**config.mk**
```make
export PLATFORM = sky130hd
export DESIGN_NAME = tdm_poly_mixer
export DESIGN_NICKNAME = d
export VERILOG_FILES = /design/src/rtl/tdm_poly_mixer.sv
export SDC_FILE = /design/constraint.sdc
export NUM_CORES = 1
export LEC_CHECK = 0
export BUFFER_PORTS_ARGS = -buffer_cell sky130_fd_sc_hd__buf_4
export CAP_MARGIN = 20
export CORE_MARGIN = 4
export CORE_UTILIZATION = 52
export DETAILED_ROUTE_END_ITERATION = 8
export PLACE_DENSITY = 0.68
export REMOVE_ABC_BUFFERS = 1
export SYNTH_ARGS = -nofsm -noshare
export SYNTH_HDL_FRONTEND = slang
export SYNTH_SLANG_ARGS = --single-unit
```
**constraint.sdc**
```tcl
create_clock -name sys_clk -period 5.7 [get_ports sys_clk]
set_clock_uncertainty 0.15 [all_clocks]
set_input_delay 1.425 -clock sys_clk [delete_from_list [all_inputs] [get_ports sys_clk]]
set_output_delay 1.425 -clock sys_clk [all_outputs]
set_load 0.02 [all_outputs]
```
**src/rtl/tdm_poly_mixer.sv**
```systemverilog
// tdm_poly_mixer
// Mixes a TDM stream of N_VOICES wavetable slots into one output sample per
// frame. A sequencer checks the voice order, a per-voice gain is applied, the
// products are summed, and the frame sum is normalised, saturated and
// optionally converted to offset binary for the DAC.
//
// Pipeline, counted from the edge that accepts a slot:
//   edge 0 : slot capture (sample, enable, gain looked up, frame tags)
//   edge 1 : gain product
//   edge 2 : frame accumulator (+ enabled-voice counter)
//   edge 3 : normalise / saturate / format, out_strobe pulse

module tdm_poly_mixer #(
  parameter int D_W            = 16,
  parameter int N_VOICES       = 4,
  parameter int GAIN_W         = 8,
  parameter int OUT_OFFSET_BIN = 1
) (
  input  logic                         sys_clk,
  input  logic                         rst_n,
  input  logic                         in_valid,
  input  logic [$clog2(N_VOICES)-1:0]  in_voice,
  input  logic                         in_en,
  input  logic [D_W-1:0]               in_data,
  input  logic                         gain_we,
  input  logic [$clog2(N_VOICES)-1:0]  gain_voice,
  input  logic [GAIN_W-1:0]            gain_val,
  input  logic [1:0]                   norm_mode,
  input  logic                         frame_err_clr,
  output logic [D_W-1:0]               out_data,
  output logic                         out_strobe,
  output logic [$clog2(N_VOICES):0]    active_count,
  output logic                         frame_err
);

  localparam int VN_W  = $clog2(N_VOICES);
  localparam int ACC_W = D_W + VN_W + 1;
  localparam int PRD_W = D_W + GAIN_W + 1;

  localparam logic [0:0] ST_SYNC = 1'b0;
  localparam logic [0:0] ST_RUN  = 1'b1;

  localparam logic [VN_W-1:0] VOICE_ZERO = {VN_W{1'b0}};
  localparam logic [VN_W-1:0] VOICE_ONE  = VN_W'(1);
  localparam logic [VN_W-1:0] LAST_VOICE = VN_W'(N_VOICES - 1);

  localparam logic signed [ACC_W-1:0] SAT_MAX = ACC_W'((2 ** (D_W - 1)) - 1);
  localparam logic signed [ACC_W-1:0] SAT_MIN = ACC_W'(-(2 ** (D_W - 1)));

  // MSB flip that turns a signed sample into offset binary (zero when signed out).
  localparam logic [D_W-1:0] OFFS_MASK = (OUT_OFFSET_BIN != 0) ?
                                         {1'b1, {(D_W-1){1'b0}}} : {D_W{1'b0}};

  localparam logic [4:0] SH_FULL = 5'(VN_W);
  localparam logic [4:0] SH_NONE = 5'd0;
  localparam logic [4:0] SH_HALF = 5'd1;

  // Clamp a wide signed value into the D_W-bit signed range.
  function automatic logic [D_W-1:0] sat_to_dw(input logic signed [ACC_W-1:0] v);
    logic [D_W-1:0] r;
    if (v > SAT_MAX) begin
      r = SAT_MAX[D_W-1:0];
    end else if (v < SAT_MIN) begin
      r = SAT_MIN[D_W-1:0];
    end else begin
      r = D_W'(v);
    end
    return r;
  endfunction

  // ---------------------------------------------------------------------------
  // Gain table
  // ---------------------------------------------------------------------------
  logic [GAIN_W-1:0] gain_q [N_VOICES];

  // Per-voice gain storage; a write lands at the edge, so a slot of the same
  // voice in the same cycle still reads the old gain.
  always_ff @(posedge sys_clk or negedge rst_n) begin
    if (!rst_n) begin
      for (int i = 0; i < N_VOICES; i++) begin
        gain_q[i] <= {GAIN_W{1'b1}};
      end
    end else if (gain_we) begin
      gain_q[gain_voice] <= gain_val;
    end else begin
      for (int i = 0; i < N_VOICES; i++) begin
        gain_q[i] <= gain_q[i];
      end
    end
  end

  // ---------------------------------------------------------------------------
  // Slot sequencer
  // ---------------------------------------------------------------------------
  logic [0:0]      state_q, state_d;
  logic [VN_W-1:0] exp_q, exp_d;
  logic            take_s;   // slot belongs to the frame being built
  logic            first_s;  // slot opens a frame (accumulator loads)
  logic            last_s;   // slot completes a frame
  logic            err_s;    // out-of-order slot seen while running

  // Next-state logic for the expected-voice tracker.
  always_comb begin
    state_d = state_q;
    exp_d   = exp_q;
    take_s  = 1'b0;
    first_s = 1'b0;
    last_s  = 1'b0;
    err_s   = 1'b0;
    if (in_valid) begin
      case (state_q)
        ST_SYNC: begin
          if (in_voice == VOICE_ZERO) begin
            take_s  = 1'b1;
            first_s = 1'b1;
            state_d = ST_RUN;
            exp_d   = VOICE_ONE;
          end else begin
            state_d = ST_SYNC;
            exp_d   = VOICE_ZERO;
          end
        end
        ST_RUN: begin
          if (in_voice == exp_q) begin
            take_s = 1'b1;
            if (exp_q == LAST_VOICE) begin
              last_s  = 1'b1;
              state_d = ST_SYNC;
              exp_d   = VOICE_ZERO;
            end else begin
              exp_d = exp_q + VOICE_ONE;
            end
          end else begin
            // The partial frame is dropped simply by never tagging it complete;
            // a voice-0 slot reopens a frame straight away.
            err_s = 1'b1;
            if (in_voice == VOICE_ZERO) begin
              take_s  = 1'b1;
              first_s = 1'b1;
              state_d = ST_RUN;
              exp_d   = VOICE_ONE;
            end else begin
              state_d = ST_SYNC;
              exp_d   = VOICE_ZERO;
            end
          end
        end
        default: begin
          state_d = ST_SYNC;
          exp_d   = VOICE_ZERO;
        end
      endcase
    end else begin
      state_d = state_q;
      exp_d   = exp_q;
    end
  end

  // Sequencer state registers.
  always_ff @(posedge sys_clk or negedge rst_n) begin
    if (!rst_n) begin
      state_q <= ST_SYNC;
      exp_q   <= VOICE_ZERO;
    end else begin
      state_q <= state_d;
      exp_q   <= exp_d;
    end
  end

  // Sticky frame error; a same-cycle error wins over the clear.
  logic frame_err_q;
  always_ff @(posedge sys_clk or negedge rst_n) begin
    if (!rst_n) begin
      frame_err_q <= 1'b0;
    end else if (err_s) begin
      frame_err_q <= 1'b1;
    end else if (frame_err_clr) begin
      frame_err_q <= 1'b0;
    end else begin
      frame_err_q <= frame_err_q;
    end
  end

  // ---------------------------------------------------------------------------
  // Edge 0: slot capture
  // ---------------------------------------------------------------------------
  logic              s0_vld_q, s0_first_q, s0_last_q, s0_en_q;
  logic [D_W-1:0]    s0_data_q;
  logic [GAIN_W-1:0] s0_gain_q;

  // Capture accepted slots together with the gain in force before any write.
  always_ff @(posedge sys_clk or negedge rst_n) begin
    if (!rst_n) begin
      s0_vld_q   <= 1'b0;
      s0_first_q <= 1'b0;
      s0_last_q  <= 1'b0;
      s0_en_q    <= 1'b0;
      s0_data_q  <= {D_W{1'b0}};
      s0_gain_q  <= {GAIN_W{1'b0}};
    end else if (take_s) begin
      s0_vld_q   <= 1'b1;
      s0_first_q <= first_s;
      s0_last_q  <= last_s;
      s0_en_q    <= in_en;
      s0_data_q  <= in_data;
      s0_gain_q  <= gain_q[in_voice];
    end else begin
      s0_vld_q   <= 1'b0;
      s0_first_q <= s0_first_q;
      s0_last_q  <= s0_last_q;
      s0_en_q    <= s0_en_q;
      s0_data_q  <= s0_data_q;
      s0_gain_q  <= s0_gain_q;
    end
  end

  // ---------------------------------------------------------------------------
  // Edge 1: gain product, floor((sample * gain) / 2^GAIN_W)
  // ---------------------------------------------------------------------------
  logic signed [PRD_W-1:0] data_ext_s, gain_ext_s, prod_full_s;
  logic signed [D_W-1:0]   p1_prod_d;

  // Signed sample times unsigned gain; the arithmetic shift floors, and the
  // result always fits D_W since the gain is below 2^GAIN_W.
  always_comb begin
    data_ext_s  = PRD_W'($signed(s0_data_q));
    gain_ext_s  = $signed(PRD_W'({1'b0, s0_gain_q}));
    prod_full_s = data_ext_s * gain_ext_s;
    if (s0_en_q) begin
      p1_prod_d = D_W'(prod_full_s >>> GAIN_W);
    end else begin
      p1_prod_d = {D_W{1'b0}};
    end
  end

  logic                  p1_vld_q, p1_first_q, p1_last_q, p1_en_q;
  logic signed [D_W-1:0] p1_prod_q;

  // Product stage register.
  always_ff @(posedge sys_clk or negedge rst_n) begin
    if (!rst_n) begin
      p1_vld_q   <= 1'b0;
      p1_first_q <= 1'b0;
      p1_last_q  <= 1'b0;
      p1_en_q    <= 1'b0;
      p1_prod_q  <= {D_W{1'b0}};
    end else if (s0_vld_q) begin
      p1_vld_q   <= 1'b1;
      p1_first_q <= s0_first_q;
      p1_last_q  <= s0_last_q;
      p1_en_q    <= s0_en_q;
      p1_prod_q  <= p1_prod_d;
    end else begin
      p1_vld_q   <= 1'b0;
      p1_first_q <= p1_first_q;
      p1_last_q  <= p1_last_q;
      p1_en_q    <= p1_en_q;
      p1_prod_q  <= p1_prod_q;
    end
  end

  // ---------------------------------------------------------------------------
  // Edge 2: frame accumulator; VN_W+1 guard bits cannot overflow
  // ---------------------------------------------------------------------------
  logic signed [ACC_W-1:0] acc_q;
  logic [VN_W:0]           cnt_q;
  logic                    done_q;

  // Load on the frame's first slot, add afterwards; flag the completed frame.
  always_ff @(posedge sys_clk or negedge rst_n) begin
    if (!rst_n) begin
      acc_q  <= {ACC_W{1'b0}};
      cnt_q  <= {(VN_W+1){1'b0}};
      done_q <= 1'b0;
    end else if (p1_vld_q) begin
      if (p1_first_q) begin
        acc_q <= ACC_W'(p1_prod_q);
        cnt_q <= (VN_W+1)'(p1_en_q);
      end else begin
        acc_q <= acc_q + ACC_W'(p1_prod_q);
        cnt_q <= cnt_q + (VN_W+1)'(p1_en_q);
      end
      done_q <= p1_last_q;
    end else begin
      acc_q  <= acc_q;
      cnt_q  <= cnt_q;
      done_q <= 1'b0;
    end
  end

  // ---------------------------------------------------------------------------
  // Edge 3: normalise, saturate, format
  // ---------------------------------------------------------------------------
  logic [4:0]              shamt_s;
  logic signed [ACC_W-1:0] shifted_s;
  logic [D_W-1:0]          fmt_s;

  // Shift chosen by norm_mode, then clamp and apply the DAC format.
  always_comb begin
    case (norm_mode)
      2'd0:    shamt_s = SH_FULL;
      2'd1:    shamt_s = SH_NONE;
      2'd2:    shamt_s = SH_HALF;
      2'd3:    shamt_s = SH_FULL;
      default: shamt_s = SH_FULL;
    endcase
    shifted_s = acc_q >>> shamt_s;
    fmt_s     = sat_to_dw(shifted_s) ^ OFFS_MASK;
  end

  logic [D_W-1:0] out_data_q;
  logic           out_strobe_q;
  logic [VN_W:0]  active_count_q;

  // Output registers; out_data and active_count hold between strobes.
  always_ff @(posedge sys_clk or negedge rst_n) begin
    if (!rst_n) begin
      out_data_q     <= OFFS_MASK;
      out_strobe_q   <= 1'b0;
      active_count_q <= {(VN_W+1){1'b0}};
    end else if (done_q) begin
      out_data_q     <= fmt_s;
      out_strobe_q   <= 1'b1;
      active_count_q <= cnt_q;
    end else begin
      out_data_q     <= out_data_q;
      out_strobe_q   <= 1'b0;
      active_count_q <= active_count_q;
    end
  end

  assign out_data     = out_data_q;
  assign out_strobe   = out_strobe_q;
  assign active_count = active_count_q;
  assign frame_err    = frame_err_q;

endmodule

```
Word-level counts from Yosys, hierarchy flattened:

Index checks and enable logic that the tools add are counted.

* add/sub/neg operators: 3
* $mul: 1
* magnitude comparators: 5
* equal/unequal tests: 5
* shift-type cells: 1
* mux-type cells: 39
* bitwise logic cells: 4
* reductions and logical operators: 5

Operators by type and width (count)
* $mux 16: 3
* $bwmux 32: 1
* $mul 16x9->24: 1
* $mux 8: 3
* $mux 1: 21
* $add 19x16->19: 1
* $gt 19x16->1 const B: 1
* $lt 19x16->1 const B: 1
* $mux 19: 1
* $sshr 19x5->19: 1
* $bmux 8 s2: 1
* $demux 8 s2: 1
* $pmux 5 s3: 1
* $eq 2x2->1 const B: 3
* $ge 3x3->1 const B: 2
* $not 2->3: 2
* $pmux 1 s2: 3
* $logic_not 2->1: 2
* $mux 2: 2
* $pmux 2 s2: 1
* $add 3x1->3: 1
* $lt 3x1->1 const B: 1
* $mux 3: 1
* $add 2x1->2 const B: 1
* 6 further kinds: 7

* register bits after elaboration: 127
* input bits: 36
* logic and storage cells: 87

Logic depth before layout (Yosys ltp):

* depth after elaboration: 8
* depth in mapped cells: 19
* gate-level depth less buffers: 18

Least setup slack after synthesis:

No wires, ideal clock.

* path kind: reg-to-reg
* start: register s0_gain_q[5]
* end: register p1_prod_q[13]
* library setup time: 0.135 ns
* data arrival time: 4.573 ns
* required time: 5.415 ns
* setup slack: 0.842 ns
* cell stages (with the launch flop): 19
* path buffers: 1
* clock period less this slack: 4.858 ns
* path through: dfrtp_1 clkbuf_1 nand2_1 fa_1 inv_1 fa_1 fa_1 inv_1 fa_1 inv_1 ha_1 a21oi_1 o211ai_1 a21oi_2 nor4_4 or3_1 a21oi_1 xor2_1 o22ai_1

* longest elaborated chain between the ends: 2

RTL lines
* start, declared: line 189 `logic [GAIN_W-1:0] s0_gain_q;`
* start signal, assigned: line 199 `s0_gain_q <= {GAIN_W{1'b0}};`
* start signal, assigned: line 206 `s0_gain_q <= gain_q[in_voice];`
* start signal, assigned: line 213 `s0_gain_q <= s0_gain_q;`
* $mul 16x9->24: line 228 `prod_full_s = data_ext_s * gain_ext_s;`
* $mux 16: line 229 `if (s0_en_q) begin`
* end signal, assigned: line 246 `p1_prod_q <= {D_W{1'b0}};`
* end signal, assigned: line 252 `p1_prod_q <= p1_prod_d;`
* end signal, assigned: line 258 `p1_prod_q <= p1_prod_q;`
* end, declared: line 237 `logic signed [D_W-1:0] p1_prod_q;`

Every way passes these cells.
A chain may end at the register's enable or synchronous reset.

Worst setup path after layout:

Ends and elaborated chain as after synthesis.

==> results.md <==
| Parameter | This run |
|:---|:---|
| Number of instances in the synthesized netlist | 1057 |
| Initial antenna violation count | 0 |
| # Post-CTS Setup Buffers | 0 |
| Share of layout cells above drive strength 1 | 20.2% |
| Setup repair after global routing missed its margin | no |
| Crit Path Max Fanout | 17 |
| Placeable core region | 0.0203 sq mm |
| F_max | 0.192 GHz |
| Final weighted congestion in routability-driven placement | 0.809 |
| Maximum number of pins on one net before global-route repair | 50 |
| Number of inserted diodes | 0 |
| Master of the slowest instance on the critical path | dfrtp_1 |
| Die outline area | 0.0231 sq mm |
| Number of nets in the final layout | 1298 |
| Multi-input logic area | 0.00668 sq mm |
| Critical-path cell list | nand2_1 -> fa_1 -> inv_1 -> fa_1 -> fa_1 -> inv_1 -> fa_1 -> inv_1 -> ha_1 -> a21oi_1 -> o211ai_1 -> a21oi_2 -> nor4_4 -> or3_1 -> a21oi_1 -> xor2_1 -> o22ai_1 |
| Routed wire per std cell | 15.0 microns |
| Number of maximum-capacitance violations | 0 |
| Pin slew with the least headroom to its limit | 0.952 ns |
| Worst slew slack as a fraction of its limit | 36.1% |
| Detailed Route Iter0 Violations | 237 |
| Max Root-Sink Buffers | 2 |
| Overall routing resource usage | 18.9% |
| First-pass GRT wire length | 36600 microns |
| Resize count post-CTS | 0 |
| Average instance area after synthesis | 10.2 sq um |
| Dominant register cell in the synthesized netlist | dfrtp_1 |
| Part of the Yosys area used for sequential elements | 29.8% |
| Clk sink count | 127 |
| Hold buffer count at CTS | 0 |
| Number of remaining DRC errors | 0 |
| Minimum period implied by the final worst setup slack | 5.22 ns |
| Synth warn | 0 |
| Starting density of the core | 53.2% |
| Synthesis-stage register bit count | 127 |
| Setup violations, final | 0 |
| Filler-free cell count of the finished design | 1380 |
| Most Frequent Cell on Critical Path | fa_1 |
| Utilization after layout | 59.4% |
| Run status | finished clean |
| Number of buffer and inverter stages on the critical path | 3 |
| Sequential cell area in the final layout | 0.00322 sq mm |
| Count of input and output buffers | 56 |
| Total negative slack | 0 ns |
| Critical path launch point type | register |
| Async set or reset register ratio after synthesis | 100% |
| Ratio of final minimum period to clock period | 91.6% |
| Vertical die dimension | 152 microns |
| Final wirelength | 20700 microns |
| Stage delay of the slowest cell on the critical path | 0.67 ns |
| Count of vias placed by the detailed router | 7269 |
| Chip Width | 152 microns |
| Via count of the first global-routing pass | 7577 |
| TritonCTS clock tree | yes |
| Router iterations before antenna repair | 5 |
| I/O pins | 57 |
| Post-Place Cells | 1347 |
| Worst-Skew Late Latency | 0.42 ns |
| Filler instances | 1700 |
| Number of enable flip-flop cells after synthesis | 0 |
| Startpoint-to-endpoint class of the critical path | reg2reg |
| Antenna-violating nets left | 0 |
| Number of distinct library cells after synthesis | 61 |
| Clock transition at path regs | 0.06 ns |
| Dominant delay contributor by cell family on the critical path | adder cells |
| Total count of max-transition violations in the final report | 0 |
| Total CTS buffers | 17 |
| Cell chosen for the clock root | clkbuf_16 |
| Crit path DAT | 5.34 ns |
| Final Hold Violating Endpoints | 0 |
| Cell Rows | 52 |
| Required time of the critical path | 5.82 ns |
| Cell Area, Synth | 0.0108 sq mm |
| H-tree level count | 4 |
| Kind of end point of the critical path | register |
| Path category of the worst min-delay check | reg2reg |
| Remaining global-route overflow | 0 |
| Hold WS | 0.315 ns |
| Area grow syn2layout | 11.8% |
| HPWL reported at the end of detailed placement | 15500 microns |
| Detail-routed via count per cell | 5.27 |
## logic make-up after synthesis
family	count (synthesis)	synth area share, %
buffers and inverters	232	8.31
flip-flops	127	29.8
AO/OA/AOI/OAI	171	10.1
multiplexers	96	12.3
XOR/XNOR	33	2.68
AND/OR/NAND/NOR	233	10.7
adder cells (fa/ha/maj)	165	26.1
## worst register-to-register path, cell delays in order, from the launching register on
cell and delay [ns]:
dfrtp_1 0.67, nand2_1 0.19, fa_1 0.57, inv_1 0.05, fa_1 0.46, fa_1 0.54, inv_1 0.05, fa_1 0.52
inv_1 0.04, ha_1 0.34, a21oi_1 0.19, o211ai_1 0.13, a21oi_2 0.25, nor4_4 0.10, or3_1 0.39, a21oi_1 0.18
xor2_1 0.17, o22ai_1 0.09
## layer usage
layer | GRT usage [%] | up-vias | wire length (microns)
li1 | - | 3562 | -
met1 | 26.0 | 3586 | 9660
met2 | 31.2 | 104 | 10200
met3 | 3.73 | 17 | 566
met4 | 4.28 | 0 | 195
met5 | 0 | - | 0
## cells in the final DEF (no fill, tap or decap), drive strengths merged, types with 3 or more instances in the layout
| cell | n |
|---|---|
| nor3 | 5 |
| or3 | 7 |
| buf | 64 |
| o21bai | 6 |
| dfrtp | 94 |
| o21ai | 40 |
| dfstp | 33 |
| o211ai | 16 |
| nand2 | 96 |
| and2 | 60 |
| mux4 | 23 |
| clkbuf | 17 |
| fa | 100 |
| a211oi | 5 |
| nand2b | 3 |
| a21o | 9 |
| nor2b | 5 |
| inv | 199 |
| a21oi | 48 |
| xnor2 | 22 |
| o21a | 9 |
| nand3 | 12 |
| xor2 | 11 |
| a31oi | 7 |
| o22ai | 19 |
| ha | 65 |
| mux2i | 7 |
| clkinv | 3 |
| mux2 | 66 |
| nor2 | 34 |
## synth_stat cells (all sizes together), types with 2 or more instances
library cell,count,area share (%)
a211oi,5,0.39
a21o,9,0.63
a21oi,48,2.3
a221o,2,0.19
a31o,2,0.16
a31oi,7,0.46
and2,60,3.5
buf,11,0.63
clkbuf,32,1.1
dfrtp,94,22
dfstp,33,8.0
fa,100,19
ha,65,7.5
inv,189,6.6
mux2,66,6.9
mux2i,7,0.65
mux4,23,4.8
nand2,96,3.3
nand2b,3,0.17
nand3,12,0.56
nand3b,2,0.14
nand4b,2,0.16
nor2,34,1.2
nor2b,5,0.36
nor3,5,0.23
o211ai,16,1.1
o21a,9,0.63
o21ai,40,1.9
o21bai,6,0.45
o22ai,19,1.2
o31ai,2,0.19
or2,2,0.12
or3,7,0.41
xnor2,22,1.8
xor2,11,0.89
## sequential cells by signal (all words and copies together), names as in the netlist, 2 cells and up
name,count
active_count,3
acc_q,19
s0_gain_q,8
exp_q,2
out_data,16
s0_data_q,16
cnt_q,3
p1_prod_q,16
gain_q,32
## area by class of cell
class	instances	share of cell area (%)
repair buffers	64	4.15
multi-input cells	698	55.4
clock inverters	15	1.61
clock buffers	17	3.53
inverters	189	5.88
flip-flops and latches	127	26.7
well taps	270	2.80
## final timing paths
path,startpoint,end,slack [ns],cells past startpoint
worst max register to register,s0_gain_q[5],p1_prod_q[13],0.48,17
worst max-delay path,s0_gain_q[5],p1_prod_q[13],0.48,17
min in group asynchronous,rst_n,cnt_q[2],0.88,1
worst min-delay path,out_data[15],out_data[15],0.32,2
max in group asynchronous,rst_n,p1_prod_q[14],3.56,2
worst min register to register,out_data[15],out_data[15],0.32,2
## metrics by stage
stage | setup WS (ns) | instance area (sq um)
after global routing | 0.182 | 12100
after CTS | 0.476 | 12000
after detailed placement | 0.535 | 11400
final | 0.480 | 12100
after floorplan | 0.963 | 10600
after global placement | 0.599 | 11400
Power is not shown: default switching activity piles up to over one toggle a cycle in this logic, so the estimate is an artifact.
